<file path="config.mk">
export PLATFORM = sky130hd
export DESIGN_NAME = decoder_scan_ctrl
export DESIGN_NICKNAME = d
export VERILOG_FILES = /design/src/rtl/decoder_scan_ctrl.sv
export SDC_FILE = /design/constraint.sdc
export NUM_CORES = 1
export LEC_CHECK = 0
export BUFFER_PORTS_ARGS = -buffer_cell sky130_fd_sc_hd__buf_4
export CORE_ASPECT_RATIO = 0.5
export CORE_MARGIN = 1.5
export CORE_UTILIZATION = 50
export CTS_CLUSTER_DIAMETER = 80
export CTS_CLUSTER_SIZE = 40
export DETAILED_ROUTE_END_ITERATION = 8
export GPL_TIMING_DRIVEN = 0
export HOLD_SLACK_MARGIN = 0.03
export PLACE_DENSITY = 0.71
export SYNTH_ARGS = -nofsm -noshare
export SYNTH_HDL_FRONTEND = slang
export SYNTH_SLANG_ARGS = --single-unit
</file>
<file path="constraint.sdc">
create_clock -name clk -period 4.9 [get_ports clk]
set_input_delay 1.225 -clock clk [delete_from_list [all_inputs] [get_ports clk]]
set_output_delay 1.225 -clock clk [all_outputs]
set_load 0.01 [all_outputs]
</file>
<file path="src/rtl/decoder_scan_ctrl.sv">
// Address/enable sequencer for the one-hot decoder stage: sweeps A over every
// code (up or down), holding each code for dwell+1 cycles, single-shot or continuous.
module decoder_scan_ctrl #(
    parameter int unsigned ADDR_W  = 5,
    parameter int unsigned DWELL_W = 8
) (
    input  logic               clk,
    input  logic               rst_n,
    input  logic               start,
    input  logic               stop,
    input  logic               dir,
    input  logic               cont,
    input  logic [DWELL_W-1:0] dwell,
    output logic [ADDR_W-1:0]  A,
    output logic               enable,
    output logic               busy,
    output logic               done,
    output logic               wrap
);

    localparam logic [ADDR_W-1:0] A_MAX = '1;

    typedef enum logic [1:0] {
        ST_IDLE = 2'd0,
        ST_SCAN = 2'd1,
        ST_DONE = 2'd2
    } state_t;

    state_t             r_state, w_state_nxt;
    logic [ADDR_W-1:0]  r_a, w_a_nxt;
    logic               r_enable, w_enable_nxt;
    logic               r_busy, w_busy_nxt;
    logic               r_done, w_done_nxt;
    logic               r_wrap, w_wrap_nxt;
    logic [DWELL_W-1:0] r_cnt, w_cnt_nxt;
    logic [DWELL_W-1:0] r_dwell, w_dwell_nxt;
    logic               r_dir, w_dir_nxt;
    logic               r_cont, w_cont_nxt;
    logic [ADDR_W-1:0]  w_first;
    logic [ADDR_W-1:0]  w_last;

    // End points of the sweep for the captured direction
    assign w_first = r_dir ? A_MAX : '0;
    assign w_last  = r_dir ? '0 : A_MAX;

    // State register and registered outputs
    always_ff @(posedge clk or negedge rst_n) begin
        if (!rst_n) begin
            r_state  <= ST_IDLE;
            r_a      <= '0;
            r_enable <= 1'b0;
            r_busy   <= 1'b0;
            r_done   <= 1'b0;
            r_wrap   <= 1'b0;
            r_cnt    <= '0;
            r_dwell  <= '0;
            r_dir    <= 1'b0;
            r_cont   <= 1'b0;
        end else begin
            r_state  <= w_state_nxt;
            r_a      <= w_a_nxt;
            r_enable <= w_enable_nxt;
            r_busy   <= w_busy_nxt;
            r_done   <= w_done_nxt;
            r_wrap   <= w_wrap_nxt;
            r_cnt    <= w_cnt_nxt;
            r_dwell  <= w_dwell_nxt;
            r_dir    <= w_dir_nxt;
            r_cont   <= w_cont_nxt;
        end
    end

    // Next-state and next-output logic
    always_comb begin
        w_state_nxt  = r_state;
        w_a_nxt      = r_a;
        w_enable_nxt = r_enable;
        w_busy_nxt   = r_busy;
        w_done_nxt   = 1'b0;
        w_wrap_nxt   = 1'b0;
        w_cnt_nxt    = r_cnt;
        w_dwell_nxt  = r_dwell;
        w_dir_nxt    = r_dir;
        w_cont_nxt   = r_cont;

        case (r_state)
            ST_IDLE: begin
                // stop wins over a simultaneous start
                if (start && !stop) begin
                    w_dir_nxt    = dir;
                    w_cont_nxt   = cont;
                    w_dwell_nxt  = dwell;
                    w_a_nxt      = dir ? A_MAX : '0;
                    w_enable_nxt = 1'b1;
                    w_busy_nxt   = 1'b1;
                    w_cnt_nxt    = '0;
                    w_state_nxt  = ST_SCAN;
                end
            end
            ST_SCAN: begin
                if (stop) begin
                    w_enable_nxt = 1'b0;
                    w_busy_nxt   = 1'b0;
                    w_cnt_nxt    = '0;
                    w_state_nxt  = ST_IDLE;
                end else if (r_cnt != r_dwell) begin
                    w_cnt_nxt = r_cnt + DWELL_W'(1);
                end else begin
                    w_cnt_nxt = '0;
                    if (r_a != w_last) begin
                        w_a_nxt = r_dir ? (r_a - ADDR_W'(1)) : (r_a + ADDR_W'(1));
                    end else if (r_cont) begin
                        w_a_nxt    = w_first;
                        w_wrap_nxt = 1'b1;
                    end else begin
                        w_enable_nxt = 1'b0;
                        w_busy_nxt   = 1'b0;
                        w_done_nxt   = 1'b1;
                        w_state_nxt  = ST_DONE;
                    end
                end
            end
            ST_DONE: begin
                w_state_nxt = ST_IDLE;
            end
            default: begin
                w_state_nxt  = ST_IDLE;
                w_enable_nxt = 1'b0;
                w_busy_nxt   = 1'b0;
            end
        endcase
    end

    assign A      = r_a;
    assign enable = r_enable;
    assign busy   = r_busy;
    assign done   = r_done;
    assign wrap   = r_wrap;

endmodule

</file>
## Word-level counts from Yosys, hierarchy flattened

Index checks and enable logic that the tools add are counted.

- Add/sub/neg operators: 3
- Multiply operators: 0
- Divide/modulo/power cells: 0
- Order comparisons: 0
- Equal/unequal tests: 11
- Shifts and indexed selects: 0
- Muxes and demuxes: 36
- Bitwise gates (word level): 1
- Reduce and logical (&&, ||, !) cells: 9

Operator list:

| operator | number |
|---|---|
| 2-to-1 mux 5 bit | 9 |
| 2-to-1 mux 8 bit | 3 |
| case mux 8 bit (2 select lines) | 1 |
| 2-to-1 mux 1 bit | 15 |
| inequality test 3 bit, second input constant | 4 |
| 2-to-1 mux 2 bit | 5 |
| case mux 5 bit (2 select lines) | 1 |
| AND reduction 5 bit | 2 |
| adder 8 x 1 -> 8 bit, second input constant | 1 |
| inequality test 8 bit | 1 |
| inequality test 2 bit, second input constant | 3 |
| adder 5 x 1 -> 5 bit, second input constant | 1 |
| inequality test 5 bit | 1 |
| subtractor 5 x 1 -> 5 bit, second input constant | 1 |
| case mux 2 bit (2 select lines) | 1 |
| AND reduction 2 bit | 2 |
| AND reduction 4 bit | 1 |
| case mux 1 bit (3 select lines) | 1 |
| equality test 2 x 1 -> 1 bit, second input constant | 1 |
| equality test 2 bit, second input constant | 1 |
| logical NOT 2 bit | 1 |
| nonzero test 2 bit | 1 |
| logical AND 1 bit | 1 |
| logical NOT 1 bit | 1 |
| inverter 1 bit | 1 |

- Register bits after elaboration: 28
- Bits in latches: 0
- RAM bits: 0
- ROM bits: 0
- Output and inout port bits: 9
- Word-level logic and storage cells: 69
- Memories kept: 0

## Logic depth before layout (Yosys ltp)

- Depth in word-level cells: 6
- Gate-level depth with buffers: 7

## Least setup slack after synthesis

OpenSTA, ideal clock, no wires.

- Path type: in2reg
- Start: input port stop
- End: register r_a[1], in the netlist A[1]
- Library setup time: 0.125 ns
- Arrival time: 2.217 ns
- Required time: 4.775 ns
- Path slack: 2.558 ns
- Cell stages on the path: 4
- Path buffers: 1
- Cell sequence: nand2b_1 clkbuf_1 o31ai_4 mux2_2

- Word-level cells in the longest chain between the ends: 4
- Elaborated cells on any way between the ends: 5

Ends and longest elaborated chain:

| element | line | text |
|---|---|---|
| from (decl) | 10 | `input logic stop,` |
| logical NOT 1 bit | 89 | `if (start && !stop) begin` |
| logical AND 1 bit | 89 |  |
| inequality test 2 bit (no source line) | - |  |
| AND reduction 5 bit (no source line) * | - |  |
| to (signal assigned) | 61 | `r_a <= w_a_nxt;` |
| to (decl) | 30 | `logic [ADDR_W-1:0] r_a, w_a_nxt;` |

Mark *: on every way between the ends. The rest lies on a longest branch, timed or not.
A chain may end at the register's enable or synchronous reset.

## Final worst setup path

- Start: input port stop
- End: register r_dwell[6]

- Word-level cells in the longest chain between the ends: 3

Ends and longest elaborated chain:

| element | line | text |
|---|---|---|
| logical NOT 1 bit | 89 |  |
| logical AND 1 bit | 89 |  |
| AND reduction 2 bit (no source line) | - |  |
| to (signal assigned) | 67 | `r_dwell <= w_dwell_nxt;` |
| to (decl) | 36 | `logic [DWELL_W-1:0] r_dwell, w_dwell_nxt;` |

No other way between the ends.

==> results.cfg <==
[logic_synthesis]
synthesis.area_sq_um = 1590
ys_seq_elements = 28
ys_seq_area_share_pct = 44.2
synth_top_area_share_pct = 44.2
synth_top_flop_cell = dfrtp_1
synth_most_common_cell = dfrtp_1
ys_top_cells_by_area = dfrtp_1 44%, mux2_2 9.2%, xor2_1 6.1%, ha_1 3.2%, a21oi_1 2.5%
synth_edf_count = 0
synth.distinct_cells = 43
syn_inst = 147
yosys_warnings = 0
syn_avg_cell_area_sq_um = 10.8
synth.top_cells.by_count = 28 x dfrtp_1, 13 x mux2_2, 11 x xor2_1
async_flop_share_pct = 100
synth.net_count = 166
synth_top_area_cell = dfrtp_1

[floorplan]
io_pins = 23
num_rows = 14
die_y_um = 42.8
start_util_pct = 52.7
fp.dieW_um = 82.7
dieArea_sq_um = 3540
core-area_sq_um = 3010

[drt]
vias = 1191
viasPerCell = 5.62
wl_per_cell_um = 14.0
drc = 0
postRouteWirelength_um = 2970
drtPass1Iterations = 6
detail-route-antenna-nets = 0
drt_iter0_drc = 36

[cts]
h-tree-depth = 1
cts-root-buf = clkbuf_8
insertion_delay_ns = 0.27
clockBufferDepth = 2
cts_resized = 0
cts.sinks = 28
cts_buffers = 3
cts_hold_buffers = 0
clkSlewWorstSetupHoldPaths_ns = 0.09
cts_tree = built
post_cts_buffers = 0

[sta]
drv_slew = 0
fin_setup_tns_ns = 0
slew_headroom_pct = 55.7
finalSetupViolCount = 0
fmax_ghz = 0.425
fin_worst_skew_ns = 0.00349
tightest_slew_ns = 0.663
rsz0062_at_grt = false
fin_crit_ns = 2.35
post-route-period-util_pct = 48.0
hold_viol_final = 0

[critical_path]
start_kind = primary input
crit_type = in2reg
cp.required_ns = 5.06
cp.arrival_ns = 2.52
cp_max_fo = 10
crit_path_end_kind = register

[status]
status = completed

[placement]
dp_cells = 209
numPortBuffers = 22
gp_congestion = 0.868
placed_cell_area_sq_um = 1800
place_hpwl_um = 2220

[power]
p_leak_nw = 0.840
powerDensity_nw_per_um2 = 402
irDropWorstVdd_mv = 0.232

[global_route]
grtUsageTotal_pct = 19.3
grt_max_degree = 29
grt_pass1_vias = 1096
antenna_found_initial = 0
grt_pass1_wl_um = 5090
grt_overflow = 0

[layout]
fin_area_sq_um = 1840
drive_above_1_share_pct = 26.7
fin_nets = 193
n_antenna_cell = 0
instances_no_fill = 212
layout-area-overhead-vs-synth_pct = 16.2

[job]
max-cap-violations = 0

[hold_path]
hold_class = reg2reg
-- where the power goes --
group	total [mW]	internal, mW	switching [mW]
clock	0.123	0.0552	0.0678
combinational	0.292	0.155	0.137
sequential	0.325	0.273	0.0522
-- layout make-up --
cell class | instances | area [sq um]
clock buffers | 3 | 41.3
well taps | 40 | 50.0
flip-flops and latches | 28 | 701
multi-input cells | 110 | 840
plain buffers | 5 | 31.3
inverters | 4 | 15.0
fillers | 274 | 1170
repair buffers | 22 | 165
-- critical path, cell delays in order --
cell and delay, ns:
buf_4 0.10, nor2_1 0.05, nand3b_1 0.26, clkbuf_1 0.47
mux2_2 0.40
-- cells in the final DEF, fill, tap and decap left out, types with 3 or more instances in the layout --
| master | netlist | final |
|---|---|---|
| clkbuf_8 | 0 | 3 |
| mux2_2 | 13 | 13 |
| ha_1 | 4 | 4 |
| a22o_1 | 3 | 3 |
| a21o_1 | 4 | 4 |
| nand2b_1 | 3 | 3 |
| mux2i_1 | 3 | 3 |
| nand3_1 | 5 | 5 |
| a21oi_1 | 8 | 8 |
| dfrtp_1 | 28 | 28 |
| buf_4 | 1 | 23 |
| nand2_1 | 9 | 9 |
| o21ai_0 | 7 | 7 |
| nor2_1 | 7 | 7 |
| inv_1 | 4 | 4 |
| xor2_1 | 11 | 11 |
-- kinds of logic after synthesis --
kind of cell	share of synthesized area, %
AND/OR/NAND/NOR	15.1
multiplexers	11.1
adder cells (fa/ha/maj)	4.42
XOR/XNOR	6.62
buffers and inverters	2.92
AO/OA/AOI/OAI	15.6
flip-flops	44.2
-- sequential cells by signal, summed over array words and instances, names as in the netlist --
signal   cells
r_cnt        8
r_dwell      8
A            5
r_state      2
busy         1
done         1
r_cont       1
r_dir        1
wrap         1
-- metrics by stage --
stage | worst slack, ns | hold slack (ns) | total power, mW | utilization [%]
after CTS | 2.52 | 0.523 | 0.746 | 61.2
after global routing | 2.39 | 0.547 | 0.796 | 61.2
after floorplan | 2.56 | 0.472 | 0.530 | -
after detailed placement | 2.23 | 0.510 | 0.622 | 59.8
final | 2.55 | 0.521 | 0.740 | 61.2
after global placement | 2.27 | 0.497 | 0.611 | 59.8
-- path summary, 6_finish.rpt --
path / from / end / slack [ns] / cells past startpoint
hold reg to reg: r_cnt[5] / r_cnt[5] / 0.52 / 1
setup / recovery: stop / r_dwell[6] / 2.55 / 5
min in group asynchronous: rst_n / r_dwell[2] / 0.86 / 1
max in group asynchronous: rst_n / r_cnt[4] / 3.78 / 1
setup reg to reg: r_dir / A[4] / 2.67 / 6
hold / removal: r_cnt[5] / r_cnt[5] / 0.52 / 1
-- layer usage --
metal | vias up | share of wire [%] | GRT usage, %
met2 | 16 | 46 | 31.1
li1 | 582 | - | -
met4 | 0 | 0.57 | 4.67
met5 | - | 0 | 0
met1 | 591 | 49 | 26.6
met3 | 2 | 3.4 | 4.52
No activity file was read; power rests on OpenSTA's default activity.
